### config.mk
export PLATFORM = sky130hd
export DESIGN_NAME = exe_muldiv_ctrl
export DESIGN_NICKNAME = d
export VERILOG_FILES = /design/src/rtl/exe_muldiv_ctrl.sv
export SDC_FILE = /design/constraint.sdc
export NUM_CORES = 1
export LEC_CHECK = 0
export BUFFER_PORTS_ARGS = -buffer_cell sky130_fd_sc_hd__buf_2
export CORE_MARGIN = 8
export CORE_UTILIZATION = 63
export CTS_BUF_LIST = sky130_fd_sc_hd__clkbuf_4
export DETAILED_ROUTE_END_ITERATION = 8
export GPL_TIMING_DRIVEN = 0
export PLACE_DENSITY_LB_ADDON = 0.3
export SLEW_MARGIN = 20
export SYNTH_ARGS = -nofsm -noshare
export SYNTH_HDL_FRONTEND = slang
export SYNTH_SLANG_ARGS = --single-unit
### constraint.sdc
create_clock -name clk -period 6.7 [get_ports clk]
set_input_delay 1.005 -clock clk [delete_from_list [all_inputs] [get_ports clk]]
set_output_delay 1.005 -clock clk [all_outputs]
set_load 0.005 [all_outputs]
### src/rtl/exe_muldiv_ctrl.sv
// EXE-stage multi-cycle multiply/divide controller: shift-add multiply, restoring divide, HI/LO results.
// Optional macro MULDIV_FAST_MUL_EN: multiplies complete in one cycle through a combinational multiplier.
module exe_muldiv_ctrl #(
    parameter int WIDTH = 32
) (
    input  logic             clk,
    input  logic             rst,
    input  logic             start,
    input  logic [1:0]       op,
    input  logic [WIDTH-1:0] src_a,
    input  logic [WIDTH-1:0] src_b,
    input  logic             flush,
    output logic             stall_req,
    output logic             busy,
    output logic             done,
    output logic [WIDTH-1:0] hi,
    output logic [WIDTH-1:0] lo
);

    localparam int CW = (WIDTH > 1) ? $clog2(WIDTH) : 1;

    typedef enum logic [1:0] {
        S_IDLE = 2'd0,
        S_CALC = 2'd1,
        S_DONE = 2'd2
    } state_t;

    function automatic logic [WIDTH-1:0] cond_neg(input logic neg, input logic [WIDTH-1:0] v);
        return neg ? -v : v;
    endfunction

    function automatic logic [2*WIDTH-1:0] cond_neg2(input logic neg, input logic [2*WIDTH-1:0] v);
        return neg ? -v : v;
    endfunction

    state_t             r_state;
    state_t             w_state_nxt;
    logic [CW-1:0]      r_cnt;
    logic [2*WIDTH-1:0] r_acc;
    logic [WIDTH-1:0]   r_opnd;
    logic [WIDTH-1:0]   r_raw_a;
    logic               r_is_div;
    logic               r_neg_res;
    logic               r_neg_rem;
    logic               r_div_zero;
    logic [WIDTH-1:0]   r_hi;
    logic [WIDTH-1:0]   r_lo;

    logic               w_accept;
    logic               w_last;
    logic               w_fast_mul;
    logic               w_wr_res;
    logic               w_a_neg;
    logic               w_b_neg;
    logic [WIDTH-1:0]   w_mag_a;
    logic [WIDTH-1:0]   w_mag_b;
    logic [WIDTH:0]     w_sum;
    logic [WIDTH:0]     w_shifted;
    logic [WIDTH:0]     w_trial;
    logic [2*WIDTH-1:0] w_acc_nxt;
    logic [2*WIDTH-1:0] w_res;

    // rst gate keeps stall_req low while reset is held even if start is high
    assign w_accept = rst && (r_state == S_IDLE) && start && !flush;
    assign w_last   = (r_cnt == CW'(WIDTH - 1));
    assign w_a_neg  = !op[0] && src_a[WIDTH-1];
    assign w_b_neg  = !op[0] && src_b[WIDTH-1];
    assign w_mag_a  = cond_neg(w_a_neg, src_a);
    assign w_mag_b  = cond_neg(w_b_neg, src_b);

`ifdef MULDIV_FAST_MUL_EN
    logic [2*WIDTH-1:0] w_ext_a;
    logic [2*WIDTH-1:0] w_ext_b;
    logic [2*WIDTH-1:0] w_fast_prod;

    // low 2*WIDTH bits of an unsigned product of extended operands match the signed product
    assign w_ext_a     = op[0] ? {{WIDTH{1'b0}}, src_a} : {{WIDTH{src_a[WIDTH-1]}}, src_a};
    assign w_ext_b     = op[0] ? {{WIDTH{1'b0}}, src_b} : {{WIDTH{src_b[WIDTH-1]}}, src_b};
    assign w_fast_prod = w_ext_a * w_ext_b;
    assign w_fast_mul  = w_accept && !op[1];
`else
    assign w_fast_mul  = 1'b0;
`endif

    always_comb begin
        w_state_nxt = r_state;
        case (r_state)
            S_IDLE: if (w_accept) w_state_nxt = w_fast_mul ? S_DONE : S_CALC;
            S_CALC: begin
                if (flush)       w_state_nxt = S_IDLE;
                else if (w_last) w_state_nxt = S_DONE;
            end
            S_DONE:  w_state_nxt = S_IDLE;
            default: w_state_nxt = S_IDLE;
        endcase
    end

    assign stall_req = w_accept || (r_state == S_CALC);
    assign busy      = (r_state != S_IDLE);
    assign done      = (r_state == S_DONE);
    assign hi        = r_hi;
    assign lo        = r_lo;

    // Iteration step: multiply keeps {partial, multiplier} and shifts right;
    // divide keeps {remainder, dividend/quotient} and shifts left.
    always_comb begin
        w_sum = {1'b0, r_acc[2*WIDTH-1:WIDTH]};
        if (r_acc[0]) w_sum = w_sum + {1'b0, r_opnd};
        w_shifted = {r_acc[2*WIDTH-1:WIDTH], r_acc[WIDTH-1]};
        w_trial   = w_shifted - {1'b0, r_opnd};
        if (!r_is_div)
            w_acc_nxt = {w_sum, r_acc[WIDTH-1:1]};
        else if (!w_trial[WIDTH])
            w_acc_nxt = {w_trial[WIDTH-1:0], r_acc[WIDTH-2:0], 1'b1};
        else
            w_acc_nxt = {w_shifted[WIDTH-1:0], r_acc[WIDTH-2:0], 1'b0};
    end

    always_comb begin
        if (!r_is_div)
            w_res = cond_neg2(r_neg_res, w_acc_nxt);
        else if (r_div_zero)
            w_res = {r_raw_a, {WIDTH{1'b1}}};
        else
            w_res = {cond_neg(r_neg_rem, w_acc_nxt[2*WIDTH-1:WIDTH]),
                     cond_neg(r_neg_res, w_acc_nxt[WIDTH-1:0])};
`ifdef MULDIV_FAST_MUL_EN
        if (w_fast_mul) w_res = w_fast_prod;
`endif
    end

    assign w_wr_res = ((r_state == S_CALC) && !flush && w_last) || w_fast_mul;

    always_ff @(posedge clk or negedge rst) begin
        if (!rst) begin
            r_state <= S_IDLE;
            r_cnt   <= '0;
            r_hi    <= '0;
            r_lo    <= '0;
        end else begin
            r_state <= w_state_nxt;
            if (w_accept)
                r_cnt <= '0;
            else if (r_state == S_CALC)
                r_cnt <= r_cnt + CW'(1);
            if (w_wr_res)
                {r_hi, r_lo} <= w_res;
        end
    end

    // Operand/datapath registers carry no reset; they are only read while in CALC.
    always_ff @(posedge clk) begin
        if (w_accept) begin
            r_is_div   <= op[1];
            r_opnd     <= op[1] ? w_mag_b : w_mag_a;
            r_acc      <= op[1] ? {{WIDTH{1'b0}}, w_mag_a} : {{WIDTH{1'b0}}, w_mag_b};
            r_neg_res  <= w_a_neg ^ w_b_neg;
            r_neg_rem  <= w_a_neg;
            r_div_zero <= (src_b == '0);
            r_raw_a    <= src_a;
        end else if (r_state == S_CALC) begin
            r_acc <= w_acc_nxt;
        end
    end

endmodule

==> results_dict.tcl <==
set metrics [dict create \
    status "complete, no violations" \
    dp_hpwl_um 55500 \
    drive_above_1_share_pct 15.1 \
    clock_latency_ns 0.73 \
    worst_pin_slew_ns 1.10 \
    leakage_nw 8.06 \
    hold_path_class "in2async" \
    synthMuxAreaShare_pct 6.80 \
    slew_violations 0 \
    postCtsSetupBuffers 0 \
    placement.io_buffers 136 \
    clk_transition_reported_paths_ns 0.08 \
    die-area_um2 33600 \
    antenna_violating_nets_post_route 0 \
    layout_setup_ws_ns 0.198 \
    timing.rr.start "r_acc[31]$_DFFE_PP_" \
    internal_power_mw 2.70 \
    synth-async-reset-ratio_pct 35.0 \
    setup_viol 0 \
    fin_crit_ns 6.50 \
    seqPwrFrac_pct 34.8 \
    synth_top_area_share_pct 22.4 \
    cts_max_level 2 \
    critPathKind "reg2reg" \
    max_cap_violations 0 \
    rsz0062_at_grt "false" \
    clock_sinks 203 \
    maxSlewHeadroom_pct 26.8 \
    die_w_um 183 \
    grt_max_degree 59 \
    ir_worst_vdd_v 0.000195 \
    post_dp_cell_area_um2 18900 \
    stdcell_area_um2 19700 \
    cts-hold-fix-buffers 0 \
    hold_viol 0 \
    synth_top_family_by_area "compound AO/OA/AOI/OAI gates" \
    syn_area_um2 17700 \
    power_density_nw_per_um2 231 \
    worstSetupStartpointType "register" \
    ys.flop_type "edfxtp_1" \
    grt_pass1_wl_um 104000 \
    synth_cell_type_count 114 \
    drt_iter0_drc 2538 \
    cts_buffers 55 \
    synth_compound_area_share_pct 24.2 \
    fin_crit_sh_pct 97.1 \
    area_delta_synth_final_pct 11.4 \
    start_util_pct 63.7 \
    swShare_pct 40.4 \
    drc 0 \
    crit_required_ns 7.30 \
    timing.rr.end "hi[22]$_DFFE_PN0P_" \
    synth_area_leaders "edfxtp_1, dfrtp_1, mux2i_1, ha_1, xnor2_1" \
    r2r_slack_ns 0.20 \
    p_switching_mw 1.83 \
    avgSynthCellArea_um2 8.84 \
    place_congestion 1.02 \
    fmax_ghz 0.154 \
    cts.path.max_buffers 3 \
    die_h_um 183 \
    final_util_pct 71.0 \
    synthCells 1997 \
    cts_root_buffer "clkbuf_4" \
    grt_overflow_total 0 \
    hold_ws_ns 0.116 \
    core_area_um2 27700 \
    routed_via_density 6.96 \
    critPathCaptureType "register" \
    ys_warn_count 0 \
    grt_use_total_pct 40.4 \
    antenna_found_initial 2 \
    drt-total-wl_um 69700 \
    final_net_count 2336 \
    synthSimpleGateAreaFrac_pct 18.1 \
    drtPass1Iterations 8 \
    path_max_fanout 10 \
    ys_seq_elements 203 \
    yosys.area_share.adder_pct 5.19 \
    cts_tree "yes" \
    seq_area_frac_synth_pct 32.5 \
    synth_xor_area_share_pct 8.98 \
    worstRegToRegCells 22 \
    first_global_vias 17654 \
    post_cts_resized 0 \
    synth_nets 2139 \
    power_frac_comb_pct 38.8 \
    clock_skew_ns 0.0747 \
    place_ws_ns 0.377 \
    synth_edf_count 132 \
    fillers 2248 \
    ioPinCount 137 \
    yosysTopAreaCell "edfxtp_1" \
    p_clk_share_pct 26.3 \
    num_rows 61 \
    vias 18202 \
    wl_per_cell_um 26.6 \
    finalSetupTns_ns 0 \
    worst_ep_arrival_time_ns 7.10 \
]
==> final cells by class <==
cell class,instances,area [um^2],area share [%]
Tap cell,378,473,2.40
Buffer,111,498,2.53
Antenna cell,2,5.00,0.0254
Sequential cell,203,5740,29.2
Clock buffer,78,586,2.98
Timing Repair Buffer,140,778,3.96
Multi-Input combinational cell,1612,11200,56.8
Inverter,71,267,1.35
Clock inverter,22,145,0.738
==> through the flow <==
stage / power [mW] / std cells
final: 4.54 / 2617
after global routing: 4.71 / 2616
after CTS: 4.46 / 2615
after detailed placement: 3.29 / 2515
after global placement: 3.25 / 2511
after floorplan: 2.72 / 1997
==> worst max-delay path, stage by stage (launching register included) <==
cell and delay (ns):
edfxtp_1 0.52, inv_1 0.11, ha_1 0.19, inv_1 0.06, fa_1 0.44, a211oi_2 0.29, o211ai_1 0.19, a211o_1 0.43
and3_4 0.25, buf_4 0.18, o21ai_4 0.34, nand2_2 0.22, buf_2 0.27, mux2_2 0.30, a21oi_1 0.29, ha_1 0.40
inv_1 0.14, nor4_2 0.71, nand2_1 0.18, o41ai_2 0.31, xor2_1 0.17, a221oi_1 0.30, o21ai_1 0.10
==> routing by layer <==
layer / part of all wire, % / GRT usage [%] / vias to the layer above
met4: 7.1 / 25.5 / 0
met1: 37 / 49.9 / 8549
met2: 43 / 61.0 / 1453
met3: 13 / 12.1 / 314
met5: 0 / 0 / -
li1: - / - / 7886
==> logic make-up after synthesis <==
logic type | count (synthesis)
simple gates | 630
compound gates | 611
flops | 203
buf+inv | 182
xor+xnor | 181
mux | 118
fa+ha+maj | 72
==> synthesized netlist by cell type, types with 7 or more instances <==
master,instances
buf_2,13
nor2b_1,9
a31oi_1,28
a41oi_1,8
a211o_1,8
inv_1,68
nand2_1,184
clkbuf_1,72
nand2b_1,26
and2_1,24
mux2i_1,102
buf_1,17
ha_1,70
or3_1,25
o21a_1,7
o211ai_1,30
nor3_1,37
a211oi_2,8
nand4_1,30
mux2_2,14
o41ai_1,10
nor2_1,164
o22a_1,33
a21oi_1,158
xor2_1,89
o21ai_1,20
nand3_1,41
and3_1,19
edfxtp_1,132
o21ai_0,120
a22oi_1,12
o21bai_1,9
a211oi_1,12
o31ai_1,18
xnor2_1,92
dfrtp_1,71
a21o_1,33
nor4_1,13
==> cells in the final DEF (no fill, tap or decap), drive strengths merged, types with 9 or more instances in the layout <==
cell,netlist,layout
a211oi,22,22
a21o,33,33
a21oi,159,159
a22oi,12,12
a311oi,9,9
a31oi,29,29
and2,24,24
and3,20,20
buf,39,178
clkbuf,72,150
clkinv,3,22
dfrtp,71,71
edfxtp,132,132
ha,70,70
inv,68,69
mux2,16,16
mux2i,102,102
nand2,187,187
nand2b,26,26
nand3,45,45
nand4,32,32
nor2,167,167
nor2b,9,9
nor3,39,39
nor4,18,18
o211ai,30,30
o21ai,144,144
o21bai,10,10
o22a,33,33
o31ai,23,23
o41ai,17,17
or3,25,25
xnor2,92,92
xor2,89,89
==> registers in the layout, indices dropped and copies added (netlist names) <==
register,count
r_acc,64
hi,32
lo,32
r_opnd,32
r_raw_a,32
r_cnt,5
r_state,2
r_div_zero,1
r_is_div,1
r_neg_rem,1
r_neg_res,1
==> power groups by stage <==
| stage | logic, mW | clock network (mW) | registers (mW) |
|---|---|---|---|
| floorplan | 1.16 | 0 | 1.56 |
| finish | 1.76 | 1.20 | 1.58 |
| detailed placement | 1.69 | 0 | 1.60 |
| global placement | 1.65 | 0 | 1.60 |
| global route | 1.87 | 1.25 | 1.59 |
| CTS | 1.70 | 1.18 | 1.58 |
==> worst max path at each step <==
stage                              from  slack [ns]  cells past startpoint                 end
floorplan           r_acc[31]$_DFFE_PP_        1.77                     22  hi[22]$_DFFE_PN0P_
global placement                    rst       -0.28                      7           stall_req
detailed placement   r_is_div$_DFFE_PP_        0.38                     17  hi[22]$_DFFE_PN0P_
CTS                  r_is_div$_DFFE_PP_        0.35                     17  hi[22]$_DFFE_PN0P_
global route        r_acc[31]$_DFFE_PP_        0.05                     22  hi[22]$_DFFE_PN0P_
finish              r_acc[31]$_DFFE_PP_        0.20                     22  hi[22]$_DFFE_PN0P_
(Power assumes the default switching activity.)
